**config.mk**
```make
export PLATFORM = sky130hd
export DESIGN_NAME = iir_cascade_ctrl
export DESIGN_NICKNAME = d
export VERILOG_FILES = /design/src/rtl/iir_cascade_ctrl.sv
export SDC_FILE = /design/constraint.sdc
export NUM_CORES = 2
export LEC_CHECK = 0
export ABC_AREA = 1
export CAP_MARGIN = 20
export CORE_MARGIN = 2
export CORE_UTILIZATION = 60
export DETAILED_ROUTE_END_ITERATION = 10
export GPL_TIMING_DRIVEN = 1
export PLACE_DENSITY = 0.83
export SLEW_MARGIN = 30
export SYNTH_ARGS = -nofsm -noshare
export SYNTH_HDL_FRONTEND = slang
export SYNTH_SLANG_ARGS = --single-unit
```
**constraint.sdc**
```tcl
create_clock -name clk -period 23.4 [get_ports clk]
set_input_delay 4.68 -clock clk [delete_from_list [all_inputs] [get_ports clk]]
set_output_delay 4.68 -clock clk [all_outputs]
set_load 0.01 [all_outputs]
```
**src/rtl/iir_cascade_ctrl.sv**
```systemverilog
// iir_cascade_ctrl: biquad cascade (direct form I) time-multiplexed over one shared 24x18 MAC,
// with double-buffered coefficients and lrclk-framed sample start/commit.
module iir_cascade_ctrl #(
   parameter int MAX_STAGES = 4
) (
   input  logic               clk,
   input  logic               i_rst_n,
   input  logic               lrclk_negedge,
   input  logic               lrclk_posedge,
   input  logic               i_valid,
   input  logic signed [15:0] x_in,
   input  logic [2:0]         num_stages,
   input  logic               cfg_we,
   input  logic [1:0]         cfg_stage,
   input  logic [2:0]         cfg_sel,
   input  logic signed [17:0] cfg_data,
   output logic signed [15:0] audio_out,
   output logic               o_busy,
   output logic               o_done,
   output logic               o_overrun
);
   localparam int SW = (MAX_STAGES > 1) ? $clog2(MAX_STAGES) : 1;
   localparam logic [2:0] MAXS = 3'(MAX_STAGES);
   typedef enum logic [1:0] {IDLE, MAC, WB, DONE} state_t;
   state_t                    state_q;
   logic [4:0][17:0]          pend_q [MAX_STAGES];
   logic [4:0][17:0]          act_q  [MAX_STAGES];
   logic [4:0][17:0]          pend_d [MAX_STAGES];
   logic signed [23:0]        x1_q [MAX_STAGES];
   logic signed [23:0]        x2_q [MAX_STAGES];
   logic signed [23:0]        y1_q [MAX_STAGES];
   logic signed [23:0]        y2_q [MAX_STAGES];
   logic signed [23:0]        xs_q;
   logic signed [47:0]        acc_q;
   logic [SW-1:0]             stage_q;
   logic [2:0]                term_q;
   logic [2:0]                nst_q;
   logic signed [15:0]        result_q;
   logic signed [15:0]        audio_q;
   logic                      busy_q;
   logic                      done_q;
   logic                      ovr_q;
   logic signed [23:0]        mul_a;
   logic signed [17:0]        mul_b;
   logic signed [41:0]        prod;
   logic signed [47:0]        acc_d;
   logic signed [47:0]        rnd_d;
   logic signed [47:0]        ysh_d;
   logic signed [23:0]        y_d;
   logic signed [23:0]        yq_d;
   logic signed [15:0]        res_d;
   logic                      start;
   logic                      last;

   // Writes land in the pending bank; the start edge copies pend_d so a coincident write is included.
   always_comb begin
      pend_d = pend_q;
      if (cfg_we && {1'b0, cfg_stage} < MAXS && cfg_sel <= 3'd4)
         pend_d[cfg_stage][cfg_sel] = cfg_data;
   end

   assign mul_a = term_q == 3'd0 ? xs_q :
                  term_q == 3'd1 ? x1_q[stage_q] :
                  term_q == 3'd2 ? x2_q[stage_q] :
                  term_q == 3'd3 ? y1_q[stage_q] : y2_q[stage_q];
   assign mul_b = act_q[stage_q][term_q];
   assign prod  = mul_a * mul_b;
   assign acc_d = (term_q == 3'd0 ? 48'sd0 : acc_q) + $signed({{6{prod[41]}}, prod});
   assign rnd_d = acc_q + 48'sd32768;
   assign ysh_d = rnd_d >>> 16;
   assign y_d   = ysh_d > 48'sd8388607 ? 24'sh7fffff : ysh_d < -48'sd8388608 ? 24'sh800000 : ysh_d[23:0];
   assign yq_d  = y_d >>> 3;
   assign res_d = yq_d > 24'sd32767 ? 16'sh7fff : yq_d < -24'sd32768 ? 16'sh8000 : yq_d[15:0];
   assign start = lrclk_negedge && i_valid && state_q == IDLE;
   assign last  = 3'(stage_q) == nst_q - 3'd1;

   always_ff @(posedge clk or negedge i_rst_n) begin
      if (!i_rst_n) begin
         state_q  <= IDLE;
         pend_q   <= '{default: '0};
         act_q    <= '{default: '0};
         x1_q     <= '{default: '0};
         x2_q     <= '{default: '0};
         y1_q     <= '{default: '0};
         y2_q     <= '{default: '0};
         xs_q     <= '0;
         acc_q    <= '0;
         stage_q  <= '0;
         term_q   <= '0;
         nst_q    <= '0;
         result_q <= '0;
         audio_q  <= '0;
         busy_q   <= 1'b0;
         done_q   <= 1'b0;
         ovr_q    <= 1'b0;
      end else begin
         pend_q <= pend_d;
         done_q <= 1'b0;
         ovr_q  <= lrclk_negedge && busy_q;
         if (lrclk_posedge) audio_q <= result_q;
         unique case (state_q)
            IDLE: if (start) begin
               act_q   <= pend_d;
               xs_q    <= {{5{x_in[15]}}, x_in, 3'b000};
               nst_q   <= num_stages > MAXS ? MAXS : num_stages;
               stage_q <= '0;
               term_q  <= '0;
               if (num_stages == 3'd0) begin
                  state_q  <= DONE;
                  result_q <= x_in;
                  done_q   <= 1'b1;
               end else begin
                  state_q <= MAC;
                  busy_q  <= 1'b1;
               end
            end
            MAC: begin
               acc_q  <= acc_d;
               term_q <= term_q == 3'd4 ? 3'd0 : term_q + 3'd1;
               if (term_q == 3'd4) state_q <= WB;
            end
            WB: begin
               x2_q[stage_q] <= x1_q[stage_q];
               x1_q[stage_q] <= xs_q;
               y2_q[stage_q] <= y1_q[stage_q];
               y1_q[stage_q] <= y_d;
               xs_q          <= y_d;
               if (last) begin
                  state_q  <= DONE;
                  busy_q   <= 1'b0;
                  done_q   <= 1'b1;
                  result_q <= res_d;
               end else begin
                  state_q <= MAC;
                  stage_q <= stage_q + 1'b1;
               end
            end
            DONE: state_q <= IDLE;
            default: state_q <= IDLE;
         endcase
      end
   end

   assign audio_out = audio_q;
   assign o_busy    = busy_q;
   assign o_done    = done_q;
   assign o_overrun = ovr_q;
endmodule

```
==> run_results.csv <==
group,metric,value,unit
logic_synthesis,yosysMostFrequentCell,"nand2_1",
worst_hold_path,min_to,"act_q[296]",
floorplan,row_count,125,
finish,drive_above_1_share,4.95,%
clock_tree,path_clk_slew,0.06,ns
setup_path,worstPathMaxFanout,121,
logic_synthesis,synth_nets,9033,
logic_synthesis,syn_area_per_cell,8.45,um^2
timing,finalSetupViolCount,0,
logic_synthesis,synth_top_area_share,43.4,%
worst_hold_path,min_from,"act_q[296]",
placed_design,io_buffers,66,
global_route,grt_max_degree,237,
timing,worst_hold_slack,0.474,ns
global_route,grt_pass1_vias,57704,
clock_tree,cts-root-buf,"clkbuf_16",
worst_hold_path,hold_depth,2,
clock_tree,numCtsBuffers,121,
global_route,grt_pass1_wl,315000,um
setup_path,end_kind,"flip-flop",
setup_path,crit_buf_inv,9,
global_route,antenna_found_initial,0,
logic_synthesis,synth_edf_count,0,
setup_path,arrival,11.31,ns
timing,final.min_clock_period,10.74,ns
floorplan,core,0.116,mm^2
floorplan,die_h,347,um
placed_design,dpl_worst_slack,12.94,ns
routing,drcViolationCount,0,
floorplan,die_w,347,um
routing,vias_per_cell,5.90,
routing,wl,196000,um
clock_tree,cts_tree,"done",
setup_path,path_delay_family,"adder cells",
logic_synthesis,syn_area,0.0705,mm^2
finish,utilization,65.6,%
logic_synthesis,synth-seq-area-share,43.4,%
timing,final.period_utilization,45.9,%
finish,fillers,9090,
global_route,globalRouteOverflowTotal,0,
timing,tightest_slew,1.05,ns
routing,num_vias,57618,
clock_tree,hold_buffers,0,
setup_path,cp_slowest_cell,"inv_1",
clock_tree,clock_path_buffers,3,
placed_design,gp_congestion,0.943,
logic_synthesis,synth_flop_cell,"dfrtp_1",
finish,finalNetCount,8836,
finish,syn_to_final_growth,8.34,%
timing,finalWorstSetupSlack,12.66,ns
setup_path,max_stage_delay,0.69,ns
clock_tree,cts-resized-gates,0,
floorplan,initial_core_util,60.6,%
timing,finalHoldViolations,0,
worst_hold_path,hold_path.class,"flip-flop to flip-flop",
timing,rsz0062_at_grt,"false",
routing,wl_per_cell,20.1,um
logic_synthesis,async_flop_share,100,%
routing,drt_iter0_drc,7343,
setup_path,required,23.97,ns
floorplan,num_io_pins,67,
logic_synthesis,ys_ff_latch,1221,
global_route,gr-usage-all-layers,32.9,%
setup_path,rr_startpoint,"stage_q[0]",
setup_path,worstSetupStartpointType,"flip-flop",
timing,fmax,93.1,MHz
routing,antenna_left,0,
timing,slew-limit-headroom,29.8,%
setup_path,critical_path_class,"flip-flop to flip-flop",
placed_design,hpwl,129000,um
setup_path,reg2reg_slack,12.66,ns
clock_tree,clk_latency,0.75,ns
timing,drv_slew,0,
clock_tree,cts_max_level,3,
logic_synthesis,synth_area_leaders,"dfrtp_1 (43%), fa_1 (14%), nand2_1 (13%), o21ai_0 (9.3%), inv_1 (5.4%)",
clock_tree,clock-sinks,1221,
logic_synthesis,synthCells,8343,
clock_tree,post_cts_buffers,0,
timing,finalClockSkew,0.0577,ns
routing,dr.pass1.iters,6,
floorplan,die_area,0.120,mm^2
logic_synthesis,ys_warn_count,0,
setup_path,worst_r2r_path_depth,34,
logic_synthesis,yosysTopAreaCell,"dfrtp_1",
run_status,status,"completed",
timing,setup_tns,0,ns
logic_synthesis,yosysUniqueCellTypes,55,
job,maxCapViolCount,0,
logic_synthesis,synth_common_cells,"nand2_1 (2399), o21ai_0 (1304), dfrtp_1 (1221)",
setup_path,reg2reg_to,"acc_q[45]",
[cells by family (layout without fill, tap and decap cells)]
group,Yosys count,after routing,synth area share (%)
multiplexers,16,16,0.256
AO/OA/AOI/OAI,1916,1916,14.5
other,0,1,0
buffers and inverters,1519,1422,8.18
adder cells (fa/ha/maj),642,642,16.7
flip-flops,1221,1221,43.4
AND/OR/NAND/NOR,2966,2966,16.3
XOR/XNOR,63,63,0.783
[cell usage in the layout, fill, tap and decap left out, types with 27 or more instances in the layout]
| cell type | instances |
|---|---|
| nand2_1 | 2393 |
| o21ai_0 | 1295 |
| dfrtp_1 | 1219 |
| inv_1 | 1005 |
| fa_1 | 494 |
| a21oi_1 | 392 |
| nor2_1 | 381 |
| ha_1 | 148 |
| clkbuf_16 | 122 |
| nand3_1 | 112 |
| buf_4 | 90 |
| clkdlybuf4s50_1 | 65 |
| o22ai_1 | 41 |
| xor2_1 | 35 |
| clkbuf_8 | 32 |
| xnor2_1 | 28 |
| a32o_1 | 27 |
[per-stage QoR]
step	instance area, um^2	std cells
4_1_cts	76200	9767
2_1_floorplan	70500	8343
3_5_place_dp	72100	9544
6_report	76400	9771
3_3_place_gp	72100	9543
5_1_grt	76300	9770
[worst register-to-register path: cells and delay by family (launching register included)]
kind	cells	cell delay (ns)
fa+ha+maj	8	3.69
buf+inv	9	3.07
simple gates	11	2.21
compound gates	6	0.95
flops	1	0.67
[worst max path at each step]
stage / end / depth (start not counted) / from / slack (ns)
after floorplan: acc_q[46] / 36 / term_q[0] / 15.18
after global placement: acc_q[45] / 34 / stage_q[0] / 13.10
after detailed placement: acc_q[45] / 34 / stage_q[0] / 12.94
after CTS: acc_q[45] / 34 / stage_q[0] / 12.88
after global routing: acc_q[45] / 35 / term_q[2] / 11.99
final: acc_q[45] / 34 / stage_q[0] / 12.66
[state kept, by name (all words and copies together) (netlist names), 3 cells and up]
register / count
acc_q: 48
act_q: 360
audio_out: 16
nst_q: 3
pend_q: 360
result_q: 16
term_q: 3
x1_q: 96
x2_q: 96
xs_q: 24
y1_q: 96
y2_q: 96
[routing by layer]
metal / global-route usage (%) / wire length [um] / part of all wire [%] / up-vias
li1: - / - / - / 25876
met2: 52.8 / 92000 / 47 / 2985
met4: 15.3 / 10200 / 5.2 / 0
met1: 43.4 / 75200 / 38 / 28158
met5: 0 / 0 / 0 / -
met3: 6.50 / 18700 / 9.6 / 599
[layout make-up]
class | instances | area [um^2] | area share [%]
multi-input combinational | 5603 | 34200 | 44.8
clock buffer | 174 | 3570 | 4.67
tap | 1524 | 1910 | 2.50
timing repair buffer | 174 | 1660 | 2.17
sequential | 1221 | 30600 | 40.0
antenna | 1 | 2.50 | 0.00328
inverter | 1025 | 3870 | 5.07
clock inverter | 49 | 544 | 0.713
Power is not shown: default switching activity piles up to over one toggle a cycle in this logic, so the estimate is an artifact.
